**src/rtl/vector_out_pkg.sv**
```systemverilog
// Shared types and default parameters for the vector output-capture slice.
package vector_out_pkg;

  localparam int unsigned DEF_DATA_WIDTH  = 19;
  localparam int unsigned DEF_VECTOR_SIZE = 6;
  localparam int unsigned DEF_DEPTH       = 8;
  localparam int unsigned DEF_CNT_WIDTH   = 16;

  typedef logic [DEF_DATA_WIDTH-1:0] lane_t;

  typedef struct packed {
    logic                              scalarMode;
    lane_t [DEF_VECTOR_SIZE-1:0]       lanes;
  } capture_entry_t;

  typedef enum logic {
    IDLE = 1'b0,
    SEND = 1'b1
  } ser_state_t;

endpackage

```
**src/rtl/sync_fifo.sv**
```systemverilog
// Synchronous first-word-fall-through FIFO with registered full/empty flags.
module sync_fifo #(
  parameter int unsigned WIDTH = 8,
  parameter int unsigned DEPTH = 8
) (
  input  logic             clk_i,
  input  logic             rst_i,
  input  logic             push_i,
  input  logic             pop_i,
  input  logic [WIDTH-1:0] wdata_i,
  output logic [WIDTH-1:0] rdata_o,
  output logic             full_o,
  output logic             empty_o
);

  localparam int unsigned AW = $clog2(DEPTH);

  logic [WIDTH-1:0] mem_q [DEPTH];
  logic [AW-1:0]    wr_q, rd_q;
  logic [AW:0]      cnt_q, cnt_d;
  logic             full_q, empty_q;

  always_comb begin
    cnt_d = cnt_q;
    case ({push_i, pop_i})
      2'b10:   cnt_d = cnt_q + 1'b1;
      2'b01:   cnt_d = cnt_q - 1'b1;
      default: cnt_d = cnt_q;
    endcase
  end

  always_ff @(posedge clk_i) begin
    if (rst_i) begin
      wr_q    <= '0;
      rd_q    <= '0;
      cnt_q   <= '0;
      full_q  <= 1'b0;
      empty_q <= 1'b1;
    end else begin
      if (push_i) wr_q <= wr_q + 1'b1;
      if (pop_i)  rd_q <= rd_q + 1'b1;
      cnt_q   <= cnt_d;
      full_q  <= (cnt_d == (AW+1)'(DEPTH));
      empty_q <= (cnt_d == '0);
    end
  end

  always_ff @(posedge clk_i) begin
    if (push_i) mem_q[wr_q] <= wdata_i;
  end

  assign rdata_o = mem_q[rd_q];
  assign full_o  = full_q;
  assign empty_o = empty_q;

endmodule

```
**src/rtl/vector_output_capture.sv**
```systemverilog
// Captures CPU vector results into a FIFO and serialises them lane by lane
// over a valid/ready interface, with saturating capture/drop counters.
module vector_output_capture
  import vector_out_pkg::*;
#(
  parameter int unsigned DATA_WIDTH  = DEF_DATA_WIDTH,
  parameter int unsigned VECTOR_SIZE = DEF_VECTOR_SIZE,
  parameter int unsigned DEPTH       = DEF_DEPTH,
  parameter int unsigned CNT_WIDTH   = DEF_CNT_WIDTH
) (
  input  logic                              clock,
  input  logic                              reset,
  input  logic [VECTOR_SIZE*DATA_WIDTH-1:0] out,
  input  logic                              outFlag,
  input  logic                              scalarMode,
  output logic [DATA_WIDTH-1:0]             laneData,
  output logic                              laneValid,
  input  logic                              laneReady,
  output logic [$clog2(VECTOR_SIZE)-1:0]    laneIndex,
  output logic                              lastLane,
  output logic                              full,
  output logic                              empty,
  output logic [CNT_WIDTH-1:0]              captureCount,
  output logic [CNT_WIDTH-1:0]              dropCount
);

  localparam int unsigned IW = $clog2(VECTOR_SIZE);
  localparam int unsigned VW = VECTOR_SIZE * DATA_WIDTH;
  localparam int unsigned EW = 1 + VW;
  localparam logic [IW-1:0] LAST_IDX = IW'(VECTOR_SIZE - 1);

  logic [EW-1:0] head;
  logic          fifo_full, fifo_empty;
  logic          push, pop, room, xfer, final_beat;

  ser_state_t     state_q, state_d;
  logic [VW-1:0]  lanes_q, lanes_d;
  logic           scalar_q, scalar_d;
  logic [IW-1:0]  idx_q, idx_d;
  logic [CNT_WIDTH-1:0] cap_q, cap_d, drop_q, drop_d;

  // A pop on this edge frees a slot, so a full FIFO can still accept the push.
  assign room = !fifo_full || pop;
  assign push = outFlag && room;

  sync_fifo #(
    .WIDTH(EW),
    .DEPTH(DEPTH)
  ) u_fifo (
    .clk_i   (clock),
    .rst_i   (reset),
    .push_i  (push),
    .pop_i   (pop),
    .wdata_i ({scalarMode, out}),
    .rdata_o (head),
    .full_o  (fifo_full),
    .empty_o (fifo_empty)
  );

  assign laneValid  = (state_q == SEND);
  assign xfer       = laneValid && laneReady;
  assign final_beat = scalar_q ? (idx_q == '0) : (idx_q == LAST_IDX);

  always_comb begin
    state_d  = state_q;
    lanes_d  = lanes_q;
    scalar_d = scalar_q;
    idx_d    = idx_q;
    pop      = 1'b0;
    case (state_q)
      IDLE: begin
        if (!fifo_empty) pop = 1'b1;
      end
      SEND: begin
        if (xfer) begin
          if (final_beat) begin
            if (!fifo_empty) pop = 1'b1;
            else             state_d = IDLE;
          end else begin
            lanes_d = lanes_q >> DATA_WIDTH;
            idx_d   = idx_q + 1'b1;
          end
        end
      end
      default: state_d = IDLE;
    endcase
    if (pop) begin
      lanes_d  = head[VW-1:0];
      scalar_d = head[EW-1];
      idx_d    = '0;
      state_d  = SEND;
    end
  end

  always_comb begin
    cap_d  = cap_q;
    drop_d = drop_q;
    if (push && (cap_q != '1))               cap_d  = cap_q + 1'b1;
    if (outFlag && !room && (drop_q != '1))  drop_d = drop_q + 1'b1;
  end

  always_ff @(posedge clock) begin
    if (reset) begin
      state_q  <= IDLE;
      lanes_q  <= '0;
      scalar_q <= 1'b0;
      idx_q    <= '0;
      cap_q    <= '0;
      drop_q   <= '0;
    end else begin
      state_q  <= state_d;
      lanes_q  <= lanes_d;
      scalar_q <= scalar_d;
      idx_q    <= idx_d;
      cap_q    <= cap_d;
      drop_q   <= drop_d;
    end
  end

  assign laneData     = lanes_q[DATA_WIDTH-1:0];
  assign laneIndex    = idx_q;
  assign lastLane     = laneValid && final_beat;
  assign full         = fifo_full;
  assign empty        = fifo_empty;
  assign captureCount = cap_q;
  assign dropCount    = drop_q;

endmodule
```
**config.mk**
```make
export PLATFORM = sky130hd
export DESIGN_NAME = vector_output_capture
export DESIGN_NICKNAME = d
export VERILOG_FILES = /design/src/rtl/vector_out_pkg.sv /design/src/rtl/sync_fifo.sv /design/src/rtl/vector_output_capture.sv
export SDC_FILE = /design/constraint.sdc
export NUM_CORES = 1
export LEC_CHECK = 0
export ABC_AREA = 1
export BUFFER_PORTS_ARGS = -buffer_cell sky130_fd_sc_hd__buf_2
export CAP_MARGIN = 20
export CORE_ASPECT_RATIO = 1.4
export CORE_UTILIZATION = 45
export CTS_CLUSTER_SIZE = 25
export DETAILED_ROUTE_END_ITERATION = 12
export PLACE_DENSITY = 0.69
export SYNTH_ARGS = -nofsm -noshare
export SYNTH_HDL_FRONTEND = slang
export SYNTH_SLANG_ARGS = --single-unit
```
**constraint.sdc**
```tcl
create_clock -name clock -period 10.8 [get_ports clock]
set_clock_uncertainty 0.05 [all_clocks]
set_input_delay 2.16 -clock clock [delete_from_list [all_inputs] [get_ports clock]]
set_output_delay 2.16 -clock clock [all_outputs]
set_load 0.01 [all_outputs]
```
# --- After elaboration in Yosys (flattened, before gate mapping) ---
# Memories as Yosys holds them, arrays and structs flattened. A register that Yosys moved wholly into a read port is not among the register bits.
# Cells that the tools add are included.
op_classes:
  add_sub_neg: 7
  eq_ne: 7
  muxes: 18
  n_bitwise: 2
  n_reduce_logical: 16
op_table:
  columns: ["op", "n"]
  rows:
  - ["$mux 114", 4]
  - ["$add 16x1->16 const B", 2]
  - ["$ne 16x16->1 const B", 2]
  - ["$mux 1", 10]
  - ["$add 3x1->3 const B", 3]
  - ["$pmux 4 s2", 1]
  - ["$logic_and 1x1->1", 6]
  - ["$mux 3", 2]
  - ["$reduce_and 3->1", 2]
  - ["$add 4x1->4 const B", 1]
  - ["$eq 4x4->1 const B", 1]
  - ["$logic_not 4->1", 1]
  - ["$reduce_bool 2->1", 2]
  - ["$sub 4x1->4 const B", 1]
  - ["$eq 3x3->1 const B", 1]
  - ["$logic_not 3->1", 1]
  - ["$eq 2x1->1 const B", 1]
  - ["$eq 2x2->1 const B", 1]
  - ["$logic_not 1->1", 2]
  - ["$ne 2x2->1 const B", 1]
  - ["$not 1->1", 2]
  - ["$pmux 1 s2", 1]
  - ["$reduce_or 2->1", 1]
  - ["$logic_or 1x1->1", 1]
word_totals:
  reg_bits: 163
  ram_bits: 920
  in_bits: 119
  wordCells: 62
  memories: 1
memory_table:
  columns: ["name", "depth", "word_bits", "read_ports", "rd_clocked_by_memory_dff", "wr", "line", "rtl"]
  rows:
  - ["u_fifo.mem_q", 8, 115, 1, 1, 1, "sync_fifo.sv:18", "logic [WIDTH-1:0] mem_q [DEPTH];"]

# --- Logic depth before layout (Yosys ltp) ---
# Gate-level depths: netlist (run 1).
depth:
  word_depth: 10
  mapped_depth: 21
  mapped_depth_nobuf: 20

# --- Hierarchy ---
# From an unflattened synthesis (run 1), not the netlist that was laid out.
unflattened:
  hier_cells: 3671
  area_unflattened_um2: 43401.6
modules_own_cells:
  columns: ["mod", "instances", "cells_per_inst", "area_each_um2"]
  rows:
  - ["sync_fifo", 1, 2692, 36364.9]
  - ["vector_output_capture", 1, 979, 7036.7]

# --- Worst setup path after synthesis (run 1) ---
# OpenSTA, ideal clock, no wires.
synth_timing:
  kind: "in2reg"
  startpoint: "input port laneReady"
  endpoint: "memory u_fifo.mem_q[0][0] in the netlist's numbering (enable)"
  setup_time_ps: 590
  t_arrival_ps: 7662
  t_required_ps: 10160
  slack_ps: 2498
  stages: 8
  n_path_buf: 0
  path_cell_list: "nand2_1 inv_1 nand3_1 nand3_2 nand2_1 inv_1 nand2_1 nor2_1"
synth_between:
  elab_chain_cells: 7
synth_rtl:
  columns: ["element", "line", "rtl"]
  rows:
  - ["from (decl)", "vector_output_capture.sv:18", "input logic laneReady,"]
  - ["$logic_and 1x1->1", "vector_output_capture.sv:61", "assign xfer = laneValid && laneReady;"]
  - ["$mux 1", "vector_output_capture.sv:75", "if (xfer) begin"]
  - ["$pmux 1 s2", "vector_output_capture.sv:70", "case (state_q)"]
  - ["$logic_or 1x1->1", "vector_output_capture.sv:43", "assign room = !fifo_full || pop;"]
  - ["$logic_and 1x1->1", "vector_output_capture.sv:44", "assign push = outFlag && room;"]
  - ["$mux 1", "sync_fifo.sv:49", "if (push_i) mem_q[wr_q] <= wdata_i;"]
  - ["$mux 1 (not written as such)", "sync_fifo.sv:49", null]
  - ["to (decl)", "sync_fifo.sv:18", null]
# Every way passes these cells.

# --- Worst setup path after layout (run 1) ---
layout_timing:
  startpoint: "input port laneReady"
  endpoint: "memory u_fifo.mem_q[0][112] in the netlist's numbering (enable)"
# Same word-level chain as after synthesis.

==> results.ini, run 1 <==
[status]
outcome=completed

[worst_setup_path]
critPathBufInv=4
critical-path-max-stage-delay_ps=860
cp_slowest_cell=nor2_4
startpoint_type=input pin
cp_top_family=simple AND/OR/NAND/NOR gates
required_ps=11030
rrSetupSlack_ps=6570
crit_path_start=laneReady
path_cells=buf_2 > nand2_1 > inv_1 > nand3_1 > nand3_2 > nand2_1 > inv_1 > nand2_1 > nor2_4 > buf_4
crit_type=input pin to register
crit_top_cell=nand2_1
crit_fanout=45
cp-end-kind=register
worstPathArrival_ps=5430
regToRegStartpoint=laneIndex[0]$_SDFFE_PP0P_

[synthesis]
async_flop_share=0
syn-num-nets=4129
yosys.cell_count.top_type=edfxtp_1
syn_area_sq_mm=0.04383
synth-edff-count=920
ys_seq_elements=1086
yosys_most_used_dff=edfxtp_1
synth_top_area_cell=edfxtp_1
syn_area_per_cell_sq_um=10.96
yosys_warnings=0
synthCells=4000
synth_cell_types=31
synthTopCellsByArea=edfxtp_1 63%, dfxtp_1 7.6%, nor2_1 6.2%, o21ai_0 5.3%, nand2_1 5.2%
synthTopCellsByCount=920 x edfxtp_1, 722 x nor2_1, 606 x nand2_1
yosysSeqAreaShare=0.7061
yosysTopAreaCellShare=0.6303

[layout]
post-route-util=0.5068
multiInputGateArea_sq_mm=0.01115
drive_above_1_share=0.09766
fillCellCount=8486
nNetsFinal=4178
regArea_sq_mm=0.03096
syn2layout_area_growth_pct=11.71

[die]
chipHeight_um=371.3
die_area_sq_mm=0.09868
core_sq_mm=0.09662
fp.dieW_um=265.8
rows=135
start_util=0.4537
io_pins=177

[pwr]
p_leak_nw=16.92
power.total_mw=11.41
power.density_mw_per_mm2=233.1
ir_worst_vdd_v=0.0001587

[timing]
slew_headroom=0.2389
setup_viol=0
fin_crit_sh=0.4812
setup_tns_ps=0
fmax_mhz=192.4
fin_crit_ps=5197
slew_violations=0
hold_viol=0
rsz0062_at_grt=no
tightestPinTransition_ps=1142

[global_route]
grt_max_degree=220
grt_pass1_wl_um=165400
track_usage=0.2167
grt_antenna_before_repair=23
overflow=0
grt_pass1_vias=28529

[detailed_routing]
drt_iter0_markers=2861
via_count=29429
vias_per_cell=5.403
finalWirelength_um=108300
drcViolationCount=0
wl_per_cell_um=19.88
drtAntennaViolNets=0
dr.pass1.iters=7

[clock_tree]
cts_hold_buf=0
cts_resized=0
cts_root_buffer=clkbuf_16
cts.sinks=1086
post-cts-setup-buffers=0
clkTransAtPathRegs_ps=60
cts_tree=built
cts_max_path_buffers=3
ctsHtreeMaxLevel=3
clk_latency_ps=700
cts_buffers=102

[hold_path]
hold_start=u_fifo.rd_q[2]$_SDFFE_PP0P_
hold_path_class=register to register

[placed_design]
dp_hpwl_um=60820
portBuffers=176
gp_congestion=0.8115

[flow_run]
maxCapViolations=0

==> logic make-up (layout without fill, tap and decap cells) <==
kind of cell,count (synthesis),in the layout,share of synthesized area
adders and majority gates,10,10,0.002854
other,0,9,0
DFF,1086,1086,0.7061
xor gates and xnor gates,18,18,0.003597
AOI/OAI and AO/OA,828,828,0.09463
buffers and inverters,417,554,0.04125
and+or+nand+nor,1641,1641,0.1516
==> layer usage <==
layer	vias up	wire, um	track usage
li1	13952	-	-
met1	14370	42180	0.2666
met2	922	56980	0.3907
met3	181	6462	0.03086
met4	4	2642	0.06885
met5	-	28	0
==> flip-flops by register name, summed over array words and instances (netlist names), named ones only <==
| signal | cells |
|---|---|
| laneIndex | 3 |
| u_fifo.cnt_q | 4 |
| captureCount | 16 |
| u_fifo.wr_q | 3 |
| dropCount | 16 |
| scalar_q | 1 |
| laneValid | 1 |
| u_fifo.rd_q | 3 |
| lanes_q | 114 |
| u_fifo.mem_q | 920 |
| u_fifo.full_o | 1 |
| u_fifo.empty_o | 1 |
==> path summary, 6_finish.rpt <==
check                                        end  cells past startpoint
hold / removal                          register                      2
setup / recovery  u_fifo.mem_q[0][112]$_DFFE_PP_                     10
setup reg to reg  u_fifo.mem_q[0][112]$_DFFE_PP_                     10
hold reg to reg                         register                      2
==> worst reg2reg max path: cells and delay by family (launching register included) <==
| family | cells | cell delay, ps |
|---|---|---|
| simple gates | 7 | 2110 |
| buf+inv | 2 | 990 |
| flops | 1 | 440 |
| fa+ha+maj | 1 | 190 |
==> cells in the final DEF (no fill, tap or decap), types with 27 or more instances in the layout <==
master,n
edfxtp_1,920
nor2_1,714
nand2_1,606
o21ai_0,462
nand3_1,269
o21ai_1,214
buf_2,176
dfxtp_1,163
a21oi_1,150
inv_1,141
clkbuf_16,102
buf_4,31
nand4_1,27
==> area by class of cell <==
cell class,instances,share of cell area
multi-input cells,2497,0.2277
well taps,1301,0.03324
diodes,9,0.0004599
inverters,147,0.01168
flip-flops and latches,1086,0.6323
repair buffers,215,0.02647
clock buffers,129,0.05583
clock inverters,63,0.01234
==> per-stage QoR <==
stage	std cells	setup slack, ps	area, sq um	hold slack (ps)
global placement	5242	4460	45500	381.4
finish	5447	5603	48970	411.7
global route	5442	5312	48960	438.6
CTS	5434	5094	48840	413.5
detailed placement	5242	4380	45500	401.5
floorplan	4000	2498	43830	383.4
==> power breakdown <==
part           leakage [nW]  switching, mW  internal [mW]  total, mW
registers              9.72          0.233           4.88       5.11
clock network          1.61           1.59           1.94       3.53
logic                  5.58           1.95          0.829       2.78
total                  16.9           3.77           7.64       11.4
(Power assumes the default switching activity.)
==> run 2, diff against run 1 <==
==> constraint.sdc (replaced) <==
create_clock -name clock -period 5.16 [get_ports clock]
set_clock_uncertainty 0.05 [all_clocks]
set_input_delay 1.032 -clock clock [delete_from_list [all_inputs] [get_ports clock]]
set_output_delay 1.032 -clock clock [all_outputs]
set_load 0.01 [all_outputs]
==> run 2 against run 1 <==
  * Flip-flop and latch count did not move
  * Largest power group unchanged
  * Register-to-register slack got worse by 4800 ps
  * Non-clock buffer count rose by 12
  * Die area did not move
  * Utilization fell by 0.056 points
==> results.ini, run 2 (same netlist as run 1, synthesis figures left out) <==
[timing]
fin_crit_ps=3390
slew_headroom=0.3437  ; was 0.2389
fin_crit_sh=0.6569
holdWs_ps=414.3  ; was 411.7 ps
fmax_mhz=295.0
setup_viol=0  ; unchanged
rsz0062_at_grt=no  ; unchanged
slew_violations=0  ; unchanged
tightestPinTransition_ps=984.5  ; was 1142 ps
hold_viol=0  ; unchanged

[die]
chipHeight_um=371.3  ; unchanged
start_util=0.4537  ; unchanged
die_area_sq_mm=0.09868  ; unchanged
io_pins=177  ; unchanged
rows=135  ; unchanged
fp.dieW_um=265.8  ; unchanged
core_sq_mm=0.09662  ; unchanged

[global_route]
grt_max_degree=150  ; was 220
busiest_layer=met2  ; unchanged
grt_use_met3=0.03457  ; was 0.03086
met2_usage=0.3862  ; was 0.3907
grt_pass1_wl_um=167100  ; was 165400 um
grt_pass1_vias=28705  ; was 28529
track_usage=0.2200  ; was 0.2167
grt_util_met1=0.2711  ; was 0.2666
grt_antenna_before_repair=30  ; was 23
overflow=0  ; unchanged

[layout]
largest_register_ffs=920  ; unchanged
post-route-util=0.5063  ; was 0.5068
fillCellCount=8440  ; was 8486
regMostFlops=u_fifo.mem_q  ; unchanged
most-common-layout-cells=920 x edfxtp_1, 714 x nor2_1, 606 x nand2_1  ; unchanged
syn2layout_area_growth_pct=11.59  ; was 11.71%
reg_top3=u_fifo.mem_q: 920 flops, lanes_q: 114 flops  ; unchanged
nNetsFinal=4185  ; was 4178
drive_above_1_share=0.09444  ; was 0.09766
final_common_cell=edfxtp_1  ; unchanged
stdcell_area_sq_mm=0.04891  ; was 0.04897 sq mm

[clock_tree]
cts_root_buffer=clkbuf_16  ; unchanged
cts_hold_buf=0  ; unchanged
cts_buffers=97  ; was 102
cts.sinks=1086  ; unchanged
clk_latency_ps=680  ; was 700 ps
cts_resized=0  ; unchanged
ctsHtreeMaxLevel=3  ; unchanged
clkTransAtPathRegs_ps=60  ; about the same
cts_max_path_buffers=3  ; unchanged
cts_tree=built  ; unchanged
post-cts-setup-buffers=0  ; unchanged

[worst_setup_path]
cp-end-kind=register  ; unchanged
rrSetupSlack_ps=1770  ; was 6570 ps
required_ps=5420  ; was 11030 ps
worstPathArrival_ps=3650  ; was 5430 ps
crit_fanout=23  ; was 45
startpoint_type=register  ; was input pin
crit_type=register to register  ; was input pin to register

[placed_design]
dp_hpwl_um=62750  ; was 60820 um
portBuffers=176  ; unchanged
gp_congestion=0.8369  ; was 0.8115
dpl-instance-area_sq_mm=0.04579  ; was 0.04550 sq mm

[pwr]
p_leak_nw=16.90  ; was 16.92 nW
power.density_mw_per_mm2=483.5  ; was 233.1 mW/mm^2
p_sw_frac=0.3287  ; was 0.3303
p_seq_frac=0.451  ; was 0.448
comb_power_share=0.252  ; was 0.243
p_sw_mw=7.775  ; was 3.769 mW
power.internal_mw=15.87  ; was 7.643 mW
ir_worst_vdd_v=0.0004040  ; was 0.0001587 V
p_clk_frac=0.297  ; was 0.309

[detailed_routing]
drt_iter0_markers=2766  ; was 2861
dr.pass1.iters=5  ; was 7
finalWirelength_um=109700  ; was 108300 um
via_count=29527  ; was 29429
drtAntennaViolNets=0  ; unchanged
drcViolationCount=0  ; unchanged
vias_per_cell=5.417  ; was 5.403
wl_per_cell_um=20.12  ; was 19.88 um

[flow_run]
maxCapViolations=0  ; unchanged

[status]
outcome=completed  ; unchanged

[hold_path]
hold_path_class=register to register  ; unchanged

[run 2: cell count changes in the layout (fill, tap and decap cells not counted), sizes merged]
cell,previous run,this run
bufinv,5,6
clkbuf,129,126
inv,150,153
diode,9,10
buf,215,227
clkinvlp,10,3
clkinv,45,42
[run 2: power by group through the flow]
stage | registers [mW] | logic [mW] | clock network (mW)
detailed placement | 10.8 | 5.96 | 0
CTS | 10.7 | 5.99 | 7.12
finish | 10.7 | 5.97 | 7.02
global placement | 10.8 | 5.87 | 0
floorplan | 10.6 | 4.36 | 0
global route | 10.7 | 6.75 | 7.45
[run 2: cell type report]
class / count / area, sq um / share of cell area
Sequential cell: 1086 / 30960 / 0.6330
Multi-Input combinational cell: 2497 / 11150 / 0.2280
Clock buffer: 126 / 2587 / 0.05290
Tap cell: 1301 / 1628 / 0.03328
Timing Repair Buffer: 227 / 1509 / 0.03085
Inverter: 147 / 571.8 / 0.01169
Clock inverter: 57 / 481.7 / 0.009848
Antenna cell: 10 / 25.02 / 0.0005116
[run 2: per-layer routing]
metal	routed length (um)	vias to the layer above
met4	3298	8
met3	6922	196
li1	-	13965
met1	42690	14382
met2	56700	976
met5	50	-
[run 2: final timing paths]
kind | start | end | cells after the start
max | laneIndex[0]$_SDFFE_PP0P_ | u_fifo.mem_q[1][34]$_DFFE_PP_ | 10
min | u_fifo.rd_q[2]$_SDFFE_PP0P_ | register | 2
max reg2reg | laneIndex[0]$_SDFFE_PP0P_ | u_fifo.mem_q[1][34]$_DFFE_PP_ | 10
min reg2reg | u_fifo.rd_q[2]$_SDFFE_PP0P_ | register | 2
[run 2: stage by stage]
step / setup TNS (ps) / setup WS, ps / instances / power, mW
finish: 0 / 1770 / 5451 / 23.65
global route: 0 / 1581 / 5447 / 24.91
CTS: 0 / 1772 / 5440 / 23.77
detailed placement: 0 / 1285 / 5257 / 16.80
global placement: 0 / 1283 / 5257 / 16.69
floorplan: -102100 / -119.5 / 4000 / 14.98
[run 2: worst max-delay path: stages, from the launching register on]
cell and delay (ps):
dfxtp_1 420, ha_1 180, nand3_1 100, nand2_1 100, nand3_1 80, nand3_2 340
nand2_1 270, inv_1 180, nand2_1 250, nor2_4 540, buf_4 490
